==> config.mk <==
export PLATFORM = sky130hd
export DESIGN_NAME = inc_arbiter_flat
export DESIGN_NICKNAME = d
export VERILOG_FILES = /design/src/rtl/inc_arbiter_if.sv /design/src/rtl/inc_arbiter.sv /design/src/flat_wrapper.sv
export SDC_FILE = /design/constraint.sdc
export NUM_CORES = 1
export LEC_CHECK = 0
export ABC_AREA = 1
export BUFFER_PORTS_ARGS = -buffer_cell sky130_fd_sc_hd__buf_2
export CORE_MARGIN = 3
export CORE_UTILIZATION = 45
export DETAILED_ROUTE_END_ITERATION = 10
export PLACE_DENSITY = 0.66
export SETUP_SLACK_MARGIN = 0.15
export SYNTH_ARGS = -nofsm -noshare
export SYNTH_HDL_FRONTEND = slang
export SYNTH_SLANG_ARGS = --single-unit
==> constraint.sdc <==
create_clock -name clk -period 2.1 [get_ports clk]
set_input_delay 0.21 -clock clk [delete_from_list [all_inputs] [get_ports clk]]
set_output_delay 0.21 -clock clk [all_outputs]
set_load 0.1 [all_outputs]
==> src/rtl/inc_arbiter_if.sv <==
// Bundle between the button synchronizer / clock scaler and the increment arbiter.
// master drives pacing, button levels and lock; slave returns increment pulses and status.
// Widths follow DIGITS; grant_idx is at least one bit wide.
interface inc_arbiter_if #(
  parameter int DIGITS = 3
);
  localparam int GW = (DIGITS > 1) ? $clog2(DIGITS) : 1;

  logic              tick;
  logic [DIGITS-1:0] req;
  logic              lock;
  logic [DIGITS-1:0] inc_out;
  logic [GW-1:0]     grant_idx;
  logic              busy;

  modport master (
    output tick,
    output req,
    output lock,
    input  inc_out,
    input  grant_idx,
    input  busy
  );

  modport slave (
    input  tick,
    input  req,
    input  lock,
    output inc_out,
    output grant_idx,
    output busy
  );
endinterface

==> src/rtl/inc_arbiter.sv <==
// Round-robin increment arbiter with per-digit press / auto-repeat state machines.
// Latency: inc_out is registered, high one cycle after the granting tick; press to pending is one cycle.
// Backpressure: lock freezes grants and hold counters; events arriving on an already pending digit merge.
module inc_arbiter #(
  parameter int DIGITS       = 3,
  parameter int DELAY_TICKS  = 8,
  parameter int REPEAT_TICKS = 2
) (
  input logic          clk,
  input logic          reset,
  inc_arbiter_if.slave bus
);

  localparam int GW   = (DIGITS > 1) ? $clog2(DIGITS) : 1;
  localparam int MAXT = (DELAY_TICKS > REPEAT_TICKS) ? DELAY_TICKS : REPEAT_TICKS;
  localparam int CW   = (MAXT > 0) ? $clog2(MAXT + 1) : 1;

  localparam logic [CW-1:0] DELAY_C  = CW'(DELAY_TICKS);
  localparam logic [CW-1:0] REPEAT_C = CW'(REPEAT_TICKS);
  localparam logic [GW-1:0] LAST_IDX = GW'(DIGITS - 1);

  typedef enum logic [1:0] {
    IDLE        = 2'd0,
    WAIT_FIRST  = 2'd1,
    HOLD_DELAY  = 2'd2,
    HOLD_REPEAT = 2'd3
  } state_t;

  // Per-digit state
  state_t            state     [DIGITS];
  state_t            state_nxt [DIGITS];
  logic [CW-1:0]     cnt       [DIGITS];
  logic [CW-1:0]     cnt_nxt   [DIGITS];
  logic [DIGITS-1:0] req_d;
  logic [DIGITS-1:0] pending;
  logic [DIGITS-1:0] pending_nxt;
  logic [DIGITS-1:0] press;

  // Arbitration
  logic              adv;
  logic [GW-1:0]     rr_ptr;
  logic              grant_vld;
  logic [GW-1:0]     grant_sel;
  logic [DIGITS-1:0] grant_oh;

  // Registered outputs
  logic [DIGITS-1:0] inc_q;
  logic [GW-1:0]     gidx_q;
  logic              busy_q;

  // A tick only advances arbitration and hold timing while not locked.
  assign adv   = bus.tick & ~bus.lock;
  // Edge detection keeps running under lock so presses are never lost.
  assign press = bus.req & ~req_d;

  // Round-robin pick over the registered pending vector: first search at/after rr_ptr, then wrap.
  always_comb begin
    grant_vld = 1'b0;
    grant_sel = '0;
    grant_oh  = '0;
    if (adv) begin
      for (int i = 0; i < DIGITS; i++) begin
        if (!grant_vld && pending[i] && (GW'(i) >= rr_ptr)) begin
          grant_vld   = 1'b1;
          grant_sel   = GW'(i);
          grant_oh[i] = 1'b1;
        end
      end
      for (int i = 0; i < DIGITS; i++) begin
        if (!grant_vld && pending[i]) begin
          grant_vld   = 1'b1;
          grant_sel   = GW'(i);
          grant_oh[i] = 1'b1;
        end
      end
    end
  end

  // Per-digit next state: the grant consumes the old flag first, so a same-cycle event set wins.
  always_comb begin
    for (int i = 0; i < DIGITS; i++) begin
      state_nxt[i]   = state[i];
      cnt_nxt[i]     = cnt[i];
      pending_nxt[i] = pending[i] & ~grant_oh[i];

      case (state[i])
        IDLE: begin
          if (press[i]) begin
            pending_nxt[i] = 1'b1;
            cnt_nxt[i]     = '0;
            state_nxt[i]   = WAIT_FIRST;
          end
        end

        WAIT_FIRST: begin
          // A release here keeps the flag: a short tap still earns its one increment.
          if (press[i]) begin
            pending_nxt[i] = 1'b1;
          end
          if (grant_oh[i]) begin
            cnt_nxt[i]   = '0;
            state_nxt[i] = bus.req[i] ? HOLD_DELAY : IDLE;
          end
        end

        HOLD_DELAY: begin
          if (!bus.req[i]) begin
            pending_nxt[i] = 1'b0;
            cnt_nxt[i]     = '0;
            state_nxt[i]   = IDLE;
          end else if (adv) begin
            if ((cnt[i] + 1'b1) == DELAY_C) begin
              pending_nxt[i] = 1'b1;
              cnt_nxt[i]     = '0;
              state_nxt[i]   = HOLD_REPEAT;
            end else begin
              cnt_nxt[i] = cnt[i] + 1'b1;
            end
          end
        end

        HOLD_REPEAT: begin
          if (!bus.req[i]) begin
            pending_nxt[i] = 1'b0;
            cnt_nxt[i]     = '0;
            state_nxt[i]   = IDLE;
          end else if (adv) begin
            if ((cnt[i] + 1'b1) == REPEAT_C) begin
              pending_nxt[i] = 1'b1;
              cnt_nxt[i]     = '0;
            end else begin
              cnt_nxt[i] = cnt[i] + 1'b1;
            end
          end
        end

        default: begin
          pending_nxt[i] = 1'b0;
          cnt_nxt[i]     = '0;
          state_nxt[i]   = IDLE;
        end
      endcase
    end
  end

  // Per-digit state registers; reset discards any hold in progress.
  always_ff @(posedge clk or posedge reset) begin
    if (reset) begin
      req_d   <= '0;
      pending <= '0;
      for (int i = 0; i < DIGITS; i++) begin
        state[i] <= IDLE;
        cnt[i]   <= '0;
      end
    end else begin
      req_d   <= bus.req;
      pending <= pending_nxt;
      for (int i = 0; i < DIGITS; i++) begin
        state[i] <= state_nxt[i];
        cnt[i]   <= cnt_nxt[i];
      end
    end
  end

  // Output pulse, last-grant index, busy flag and round-robin pointer.
  always_ff @(posedge clk or posedge reset) begin
    if (reset) begin
      inc_q  <= '0;
      gidx_q <= '0;
      busy_q <= 1'b0;
      rr_ptr <= '0;
    end else begin
      inc_q  <= grant_oh;
      busy_q <= |pending_nxt;
      if (grant_vld) begin
        gidx_q <= grant_sel;
        rr_ptr <= (grant_sel == LAST_IDX) ? '0 : (grant_sel + 1'b1);
      end
    end
  end

  assign bus.inc_out   = inc_q;
  assign bus.grant_idx = gidx_q;
  assign bus.busy      = busy_q;

endmodule

==> src/flat_wrapper.sv <==
// flat-port wrapper written by rule: the top's interface ports become plain ports
module inc_arbiter_flat 
#(
  parameter int DIGITS       = 3,
  parameter int DELAY_TICKS  = 8,
  parameter int REPEAT_TICKS = 2
)
  (clk, reset, bus_tick, bus_req, bus_lock, bus_inc_out, bus_grant_idx, bus_busy);
  inc_arbiter_if #(.DIGITS(DIGITS)) bus_i ();
  input logic clk;
  input logic reset;
  input wire logic [$bits(bus_i.tick)-1:0] bus_tick;
  input wire logic [$bits(bus_i.req)-1:0] bus_req;
  input wire logic [$bits(bus_i.lock)-1:0] bus_lock;
  output wire logic [$bits(bus_i.inc_out)-1:0] bus_inc_out;
  output wire logic [$bits(bus_i.grant_idx)-1:0] bus_grant_idx;
  output wire logic [$bits(bus_i.busy)-1:0] bus_busy;
  assign bus_i.tick = bus_tick;
  assign bus_i.req = bus_req;
  assign bus_i.lock = bus_lock;
  assign bus_inc_out = bus_i.inc_out;
  assign bus_grant_idx = bus_i.grant_idx;
  assign bus_busy = bus_i.busy;
  inc_arbiter #(.DIGITS(DIGITS), .DELAY_TICKS(DELAY_TICKS), .REPEAT_TICKS(REPEAT_TICKS)) u_core (.clk(clk), .reset(reset), .bus(bus_i));
endmodule
==> results of run 1 <==
## synthesized netlist by cell type
cell type / instances / area share [%]
nand2_2: 6 / 1.9
o21ai_1: 13 / 3.4
o21ai_2: 2 / 0.91
inv_2: 1 / 0.19
nand2_4: 3 / 1.7
dfrtp_1: 32 / 41
o21ai_0: 8 / 2.1
nor2_2: 1 / 0.32
inv_1: 41 / 8.0
xnor2_1: 2 / 0.91
or2_2: 7 / 2.3
or2_1: 1 / 0.32
o31ai_1: 1 / 0.39
nor3_1: 2 / 0.52
o211ai_1: 1 / 0.39
o21bai_1: 1 / 0.39
nor2_4: 2 / 1.2
a21boi_0: 2 / 0.78
nand3_2: 1 / 0.52
ha_1: 7 / 4.5
a21oi_1: 6 / 1.6
nor2_1: 9 / 1.7
nand2_1: 78 / 15
nand4_1: 7 / 2.3
o21bai_4: 2 / 1.9
nand3_1: 20 / 5.2
## power by group through the flow
stage | Sequential, mW | Clock [mW] | Combinational [mW]
floorplan | 1.20 | 0 | 0.771
global placement | 0.944 | 0 | 1.24
detailed placement | 0.947 | 0 | 1.26
CTS | 0.938 | 0.499 | 1.26
global route | 0.971 | 0.526 | 1.40
finish | 0.941 | 0.485 | 1.25
## cell families (layout without fill, tap and decap cells)
logic type | Yosys count | in the layout
and+or+nand+nor | 137 | 137
buffers and inverters | 42 | 64
AOI/OAI and AO/OA | 36 | 36
DFF | 32 | 32
adders and majority gates | 7 | 7
xor gates and xnor gates | 2 | 2
## critical path, stage by stage (launching register included)
cell	delay (ns)
dfrtp_1	0.44
ha_1	0.23
xnor2_1	0.21
nand2_1	0.06
or2_2	0.31
nand2_1	0.06
nand3_1	0.06
nand2_1	0.06
nand2_1	0.05
nand3_1	0.08
## metrics by stage
stage / total power, mW / hold WS [ns] / cells
after floorplan: 1.97 / 0.241 / 256
after global placement: 2.18 / 0.315 / 320
after detailed placement: 2.21 / 0.326 / 320
after CTS: 2.70 / 0.0228 / 328
after global routing: 2.90 / 0.0486 / 328
final: 2.68 / 0.000000666 / 328
## layout by cell type, fill, tap and decap left out, types with 3 or more instances in the layout
cell and n:
inv_1 41, buf_2 12, nor2_1 9, o21ai_0 8, or2_2 7, dfrtp_1 32
o21ai_1 13, clkbuf_8 6, nand2_4 3, nand4_1 7, a21oi_1 6, ha_1 7
nand3_1 20, nand2_2 6, nand2_1 78
## layer usage
metal | track usage (%) | routed length [µm] | share of wire (%)
met1 | 19.4 | 1760 | 49
met2 | 26.2 | 1660 | 46
met3 | 4.63 | 135 | 3.8
met4 | 4.38 | 37 | 1.0
met5 | 0 | 0 | 0
## registers in the layout, summed over array words and instances, names as in the netlist
signal and cells:
u_core.bus.busy 1, u_core.state 6, u_core.bus.inc_out 3, u_core.rr_ptr 2, u_core.bus.grant_idx 2, u_core.req_d 3, u_core.cnt 12, u_core.pending 3
## final timing paths
path | to
worst max-delay path | u_core.bus.busy
worst min-delay path | u_core.req_d[0]
worst max register to register | u_core.bus.busy
worst min register to register | u_core.bus.grant_idx[1]
max in group asynchronous | u_core.bus.grant_idx[1]
min in group clk | u_core.req_d[1]
## cell type report
type,instances,share of cell area [%]
flip-flops and latches,32,37.0
clock inverters,2,0.463
well taps,50,2.89
inverters,42,7.29
multi-input cells,182,45.0
repair buffers,14,3.47
clock buffers,6,3.82
==> results.cfg, run 1 <==
[run_status]
run_status = finished clean

[cts]
clk_pin_slew_ns = 0.07
clock_path_buffers = 2
cts.repair.resized = 0
cts_root_buf = clkbuf_8
cts_tree = yes
cts_hold_buffers = 0
htree_num_levels = 2
cts.sink_count = 32
clk_latency_ns = 0.28
tritoncts.num_buffers = 5
cts.repair_timing.setup_buffer_count = 0

[global_routing]
first_global_vias = 1525
initial_antenna_violation_count = 0
gr-total-overflow = 0
grt_first_pass_wirelength_mm = 6.39
grt_max_degree = 33
track_usage_pct = 15.6

[worst_setup_path]
crit-reg2reg-launch = u_core.cnt[0]
worst-r2r-setup-slack_ns = 0.47
endpoint_kind = register
criticalPathCategory = register to register
path_max_fanout = 6
critPathLaunch = u_core.cnt[0]
worst_r2r_path_depth = 9
timing.critical_path.arrival_ns = 1.85
timing.critical_path.from_type = register
critPathRequiredTime_ns = 2.32

[run]
drv.max_cap_violation_count = 0

[sta]
setup_viol = 0
fmax_mhz = 615
worst_clock_skew_ns = 0.00457
fin_crit_sh_pct = 77.4
timing.final.ws_setup_ns = 0.474
rsz0062_at_grt = no
timing_hold_violations_final = 0
final.min_clock_period_ns = 1.63
tightest_slew_ns = 0.490
timing_max_transition_violations_final = 0
final.setup.tns_ns = 0
rel_slew_slack_pct = 67.5

[cells_and_area]
fillCellCount = 391
final_nets = 291
post-route-util_pct = 53.3
final_layout_size_suffix_gt1_share_pct = 16.9
multiInputGateArea_um2 = 973
syn2layout_area_growth_pct = 11.9
finish.instance_area_um2 = 2160
n_antenna_cell = 0
sequential_cell_area_um2 = 801

[pwr]
cell_internal_pwr_mw = 1.40
peakVddDrop_v = 0.000743
share_comb_of_total_power_pct = 46.7
share_clk_of_total_power_pct = 18.1
power.static_leakage_nw = 1.18
p_switching_mw = 1.28
cellPowerDensity_nw_per_um2 = 1240
seqPwrFrac_pct = 35.1
swShare_pct = 47.8

[logic_synthesis]
synth-simple-area-share_pct = 33.2
yosys_warnings = 0
yosys.area_share.xor_xnor_pct = 0.907
largest_family_of_logic_cells_by_synthesized_area = simple AND/OR/NAND/NOR gates
seq_area_frac_synth_pct = 41.5
synth_cells = 256
synth.mux.area_fraction_pct = 0
postSynthRegisterBits = 32
adder_cell_share_of_the_synthesized_area_pct = 4.53
synth_cell_type_count = 26
synth_compound_area_share_pct = 11.8
synth_nets = 270
synth_area_um2 = 1930
synth_area_per_cell_um2 = 7.55

[floorplan]
chip_width_um = 71.5
io_pins = 13
die_h_um = 71.5
rows = 23
fp.dieArea_um2 = 5120
initial_utilization_pct = 47.6
placeableCoreArea_um2 = 4060

[drt]
routed_via_density = 4.92
detailroute.via_count = 1615
detail_route.iter0.violations = 77
routed_wl_mm = 3.59
drc = 0
final_antenna_violating_net_count = 0
routed_wire_length_per_instance_um = 10.9
firstDrtPassIters = 5

[placed_design]
buffer_ports.inserted = 12
gp_congestion = 0.837
place_worst_setup_slack_ns = 0.488
detailed_place_hpwl_mm = 2.76
total_placed_instance_area_um2 = 2070

[hold_path]
worst_hold_path_type = input port to asynchronous set/reset pin
No activity file was read; power rests on OpenSTA's default activity.
==> run 2, diff against run 1 <==
Settings changed: PLACE_DENSITY 0.66 to 0.69.
Clock period 2.1 ns to 1.3 ns, I/O delays scaled along.
==> run 2 against run 1 <==
Net effect:
- the run now ends with setup timing left
- cell count rose by 9.5%
- clock skew increased by 0.0076 ns
- global-route usage up 1.9 points
- sequential share of layout area shrank 6.5 points
- combinational power grew 110%
- via count grew 11%
- total power up 92%
- routed wire length rose by 17%
- clock-buffer cell count is the same
- critical path depth is the same
- final area up 22%
==> results.cfg, run 2 (synthesis gave the netlist of run 1 again) <==
[run_status]
run_status = complete, but fails checks
violations = setup timing

[cts]
clk_latency_ns = 0.30
tritoncts.num_buffers = 5
htree_num_levels = 2
clock_path_buffers = 2
cts.sink_count = 32
clk_pin_slew_ns = 0.07
cts_tree = yes
cts_root_buf = clkbuf_8

[worst_setup_path]
critPathRequiredTime_ns = 1.53
worst_path_most_repeated_cell = nand2_2
endpoint_kind = register
timing.critical_path.arrival_ns = 1.74
critical_path.n_buffers_inverters = 0
criticalPathCategory = register to register
path_max_fanout = 4
worst_path_largest_cell_delay_ns = 0.44
worst-path-stages = 9
crit_family = simple AND/OR/NAND/NOR gates
critical_path.cell_chain = ha_4 -> xnor2_4 -> nand2_1 -> or2_4 -> nand2_2 -> nand3_2 -> nand2_2 -> nand2_2 -> nand3_1
timing.critical_path.from_type = register
cell_at_the_slowest_stage_of_the_critical_path = dfrtp_2
worst_r2r_path_depth = 9

[cells_and_area]
final_nets = 322
syn2layout_area_growth_pct = 36.8
largest_register_ffs = 12
biggestRegsByFlops = u_core.cnt: 12 flops, u_core.state: 6 flops
n_antenna_cell = 0
final_common_cell = nand2_1
instances_no_fill = 359
most_frequent_cells_in_the_layout = nand2_1, inv_1, buf_4
post-route-util_pct = 65.1
final_layout_size_suffix_gt1_share_pct = 38.5
largest-register = u_core.cnt

[hold_path]
worst_hold_path_type = input port to register
hold-path-cell-count = 2

[floorplan]
io_pins = 13
fp.dieArea_um2 = 5120
initial_utilization_pct = 47.6
placeableCoreArea_um2 = 4060
chip_width_um = 71.5
rows = 23
die_h_um = 71.5

[pwr]
seqPwrFrac_pct = 30.2
cell_internal_pwr_mw = 2.79
cellPowerDensity_nw_per_um2 = 1940
swShare_pct = 45.6
share_comb_of_total_power_pct = 51.3
power.static_leakage_nw = 1.37
p_switching_mw = 2.34
share_clk_of_total_power_pct = 18.5
peakVddDrop_v = 0.000975

[drt]
firstDrtPassIters = 4
routed_wire_length_per_instance_um = 11.7
routed_wl_mm = 4.19
final_antenna_violating_net_count = 0
detailroute.via_count = 1797
drc = 0
detail_route.iter0.violations = 85
routed_via_density = 5.01

[sta]
timing_max_transition_violations_final = 0
rsz0062_at_grt = yes
timing.hold.ws_ns = 0.0793
worst_clock_skew_ns = 0.0122
final.min_clock_period_ns = 1.51
timing.final.ws_setup_ns = -0.212
tightest_slew_ns = 0.400
setup_viol = 27
fmax_mhz = 661
fin_crit_sh_pct = 116
rel_slew_slack_pct = 73.4
timing_hold_violations_final = 0
final.setup.tns_ns = -3.27

[placed_design]
buffer_ports.inserted = 12
gp_congestion = 0.809
detailed_place_hpwl_mm = 2.80
placedCellCount = 339
place_worst_setup_slack_ns = -0.240

[global_routing]
gr-total-overflow = 0
initial_antenna_violation_count = 0
track_usage_pct = 17.4
grt_max_degree = 33
first_global_vias = 1737
grt_first_pass_wirelength_mm = 7.08

[run]
drv.max_cap_violation_count = 0
==> run 2: per-layer routing <==
layer	vias to the layer above	global-route usage (%)	wire length, µm
met1	813	22.0	1890
met3	14	3.93	193
met5	-	0	0
li1	922	-	-
met4	0	8.56	110
met2	48	28.2	1990
==> run 2: stage by stage <==
stage / cell area (µm²) / total power [mW]
final: 2640 / 5.14
after CTS: 2500 / 4.91
after detailed placement: 2270 / 3.77
after global routing: 2640 / 5.51
after floorplan: 1970 / 3.24
after global placement: 2270 / 3.74
==> run 2: final timing paths <==
check                                         from                       to  slack [ns]
max                                  u_core.cnt[0]          u_core.bus.busy       -0.21
min                                     bus_req[2]          u_core.req_d[2]        0.08
max reg2reg                          u_core.cnt[0]          u_core.bus.busy       -0.21
min reg2reg                u_core.bus.grant_idx[1]  u_core.bus.grant_idx[1]        0.47
max in group asynchronous                    reset            u_core.cnt[4]        0.53
min in group asynchronous                    reset            u_core.cnt[6]        0.45
==> run 2: final cells by class <==
cell class	count	area, µm²
Fill cell	331	1420
Multi-Input combinational cell	182	1150
Sequential cell	32	806
Timing Repair Buffer	45	358
Inverter	42	158
Clock buffer	6	72.6
Tap cell	50	62.6
Clock inverter	2	35.0
==> run 2: power groups by stage <==
| stage | logic (mW) | registers [mW] | clock network, mW |
|---|---|---|---|
| after floorplan | 1.29 | 1.95 | 0 |
| after global placement | 2.22 | 1.52 | 0 |
| after detailed placement | 2.25 | 1.52 | 0 |
| after CTS | 2.45 | 1.50 | 0.967 |
| after global routing | 2.92 | 1.59 | 1.00 |
| final | 2.63 | 1.55 | 0.951 |
==> run 2: repair_timing <==
item,4_1_cts,5_1_grt
endpoints found under the hold margin,34,0
hold buffers,3,0
pin swaps,16,17
resized for setup,12,38
setup endpoints to repair,34,29
buffers inserted,8,1
==> run 3, diff against run 2 <==
Settings changed: CTS_BUF_LIST set to sky130_fd_sc_hd__clkbuf_8, PLACE_DENSITY 0.69 to unset, PLACE_DENSITY_LB_ADDON set to 0.12.
==> run 3 against run 2 <==
Net effect:
- the run still ends with setup timing left
- combinational power increased by 11%
- via count grew 2.2%
- clock-buffer cell count is the same
- non-clock buffer count increased by 25
- first-iteration DRC count shrank 29%
- clock skew fell by 0.010 ns
- critical path depth is 2 higher
- register-to-register slack better by 0.02 ns
- worst setup slack better by 0.024 ns
- die area unchanged
- global-route usage about the same
- critical path type unchanged
- critical endpoint unchanged
==> results.cfg, run 3 (synthesis gave the netlist of run 1 again) <==
[run_status]
run_status = complete, but fails checks
violations = setup timing

[sta]
setup_viol = 29
rel_slew_slack_pct = 72.2
timing_max_transition_violations_final = 0
fmax_mhz = 672
timing_hold_violations_final = 0
rsz0062_at_grt = yes
tightest_slew_ns = 0.417
final.setup.tns_ns = -3.19
fin_crit_sh_pct = 115
final.min_clock_period_ns = 1.49
worst_clock_skew_ns = 0.00204
timing.final.ws_setup_ns = -0.189

[cts]
clk_pin_slew_ns = 0.07
cts_root_buf = clkbuf_8
cts_tree = yes
htree_num_levels = 2
tritoncts.num_buffers = 5
clk_latency_ns = 0.27
cts.sink_count = 32
clock_path_buffers = 2

[global_routing]
track_usage_pct = 17.4
grt_first_pass_wirelength_mm = 7.13
gr-total-overflow = 0
first_global_vias = 1672
grt_max_degree = 33
initial_antenna_violation_count = 0

[hold_path]
worst_hold_path_type = input port to register
hold-path-cell-count = 2

[cells_and_area]
fillCellCount = 305
final_common_cell = nand2_1
final_nets = 347
largest-register = u_core.cnt
biggestRegsByFlops = u_core.cnt: 12 flops, u_core.state: 6 flops
sequential_cell_area_um2 = 807
multiInputGateArea_um2 = 1250
syn2layout_area_growth_pct = 52.3
n_antenna_cell = 0
instances_no_fill = 384
post-route-util_pct = 72.5
most_frequent_cells_in_the_layout = nand2_1, buf_4, inv_1
largest_register_ffs = 12
final_layout_size_suffix_gt1_share_pct = 49.1

[worst_setup_path]
cell_at_the_slowest_stage_of_the_critical_path = dfrtp_2
criticalPathCategory = register to register
worst-r2r-setup-slack_ns = -0.19
path_max_fanout = 5
endpoint_kind = register
critical_path.n_buffers_inverters = 1
worst_r2r_path_depth = 11
worst_path_most_repeated_cell = nand2_1
timing.critical_path.from_type = register
crit_family = simple AND/OR/NAND/NOR gates
worst-path-stages = 11
worst_path_largest_cell_delay_ns = 0.45
critical_path.cell_chain = buf_4 -> nand4_1 -> nand2_1 -> nand2_1 -> nand2_1 -> nand3_1 -> nand2_1 -> nand2_1 -> nand2_2 -> nor2_2 -> nand3_1
critPathRequiredTime_ns = 1.46
timing.critical_path.arrival_ns = 1.65

[pwr]
power.static_leakage_nw = 1.50
cellPowerDensity_nw_per_um2 = 1780
peakVddDrop_v = 0.00126

[placed_design]
gp_congestion = 0.841
detailed_place_hpwl_mm = 2.88
placedCellCount = 352
place_worst_setup_slack_ns = -0.206
buffer_ports.inserted = 12

[drt]
routed_wl_mm = 4.34
routed_via_density = 4.78
detail_route.iter0.violations = 60
final_antenna_violating_net_count = 0
firstDrtPassIters = 4
drc = 0
routed_wire_length_per_instance_um = 11.3
detailroute.via_count = 1836

[floorplan]
rows = 23
placeableCoreArea_um2 = 4060
chip_width_um = 71.5
io_pins = 13
die_h_um = 71.5
fp.dieArea_um2 = 5120
initial_utilization_pct = 47.6

[run]
drv.max_cap_violation_count = 0
[run 3: changes by cell type in the layout (fill, tap and decap cells not counted), moves of 3 or more]
| cell | before | now |
|---|---|---|
| inv_1 | 36 | 32 |
| nand3_1 | 12 | 8 |
| inv_2 | 6 | 9 |
| buf_6 | 4 | 13 |
| buf_4 | 31 | 47 |
| o21ai_1 | 16 | 13 |
| nand2_1 | 66 | 59 |
| nand2_2 | 16 | 21 |
[run 3: metrics by stage]
| step | total power [mW] | hold WS, ns | instance area (µm²) |
|---|---|---|---|
| global route | 5.63 | 0.0949 | 2940 |
| finish | 5.23 | 0.0984 | 2940 |
| CTS | 4.91 | 0.0894 | 2640 |
| floorplan | 3.24 | 0.161 | 1970 |
| global placement | 3.86 | 0.242 | 2350 |
| detailed placement | 3.86 | 0.243 | 2350 |
[run 3: worst paths after layout]
path / from / endpoint
worst min-delay path: bus_req[0] / u_core.req_d[0]
worst max-delay path: u_core.cnt[4] / u_core.bus.busy
worst max register to register: u_core.cnt[4] / u_core.bus.busy
min in group asynchronous: reset / u_core.cnt[6]
max in group asynchronous: reset / u_core.cnt[0]
worst min register to register: u_core.bus.grant_idx[0] / u_core.bus.grant_idx[0]
[run 3: worst reg2reg max path: stages, from the launching register on]
cell and delay, ns:
dfrtp_2 0.45, buf_4 0.15, nand4_1 0.11, nand2_1 0.09, nand2_1 0.06, nand2_1 0.06, nand3_1 0.07, nand2_1 0.06
nand2_1 0.07, nand2_2 0.07, nor2_2 0.12, nand3_1 0.07
[run 3: repair_timing]
item                                   in CTS  in global routing
setup buffers                              12                 10
resized for setup                          31                 55
pin swaps                                  20                 32
endpoints found under the hold margin      33                  0
hold buffers                                2                  0
setup endpoints to repair                  32                 31
[run 3: where the power goes]
group          internal (mW)  leakage (nW)  switching (mW)
clock                  0.422        0.0510           0.356
combinational           1.14          1.04            1.77
sequential              1.26         0.406           0.282
total                   2.82          1.50            2.41
[run 3: area by class of cell]
type	instances	area share, %
Clock buffer	6	2.81
Sequential cell	32	27.4
Inverter	42	5.44
Multi-Input combinational cell	182	42.7
Clock inverter	2	0.340
Timing Repair Buffer	70	19.2
Tap cell	50	2.13
[run 3: metal layers]
layer | GRT usage (%) | vias to the layer above | wire length [µm]
li1 | - | 967 | -
met1 | 23.2 | 850 | 1960
met2 | 28.6 | 17 | 2250
met3 | 4.21 | 2 | 115
met4 | 4.38 | 0 | 23
met5 | 0 | - | 0
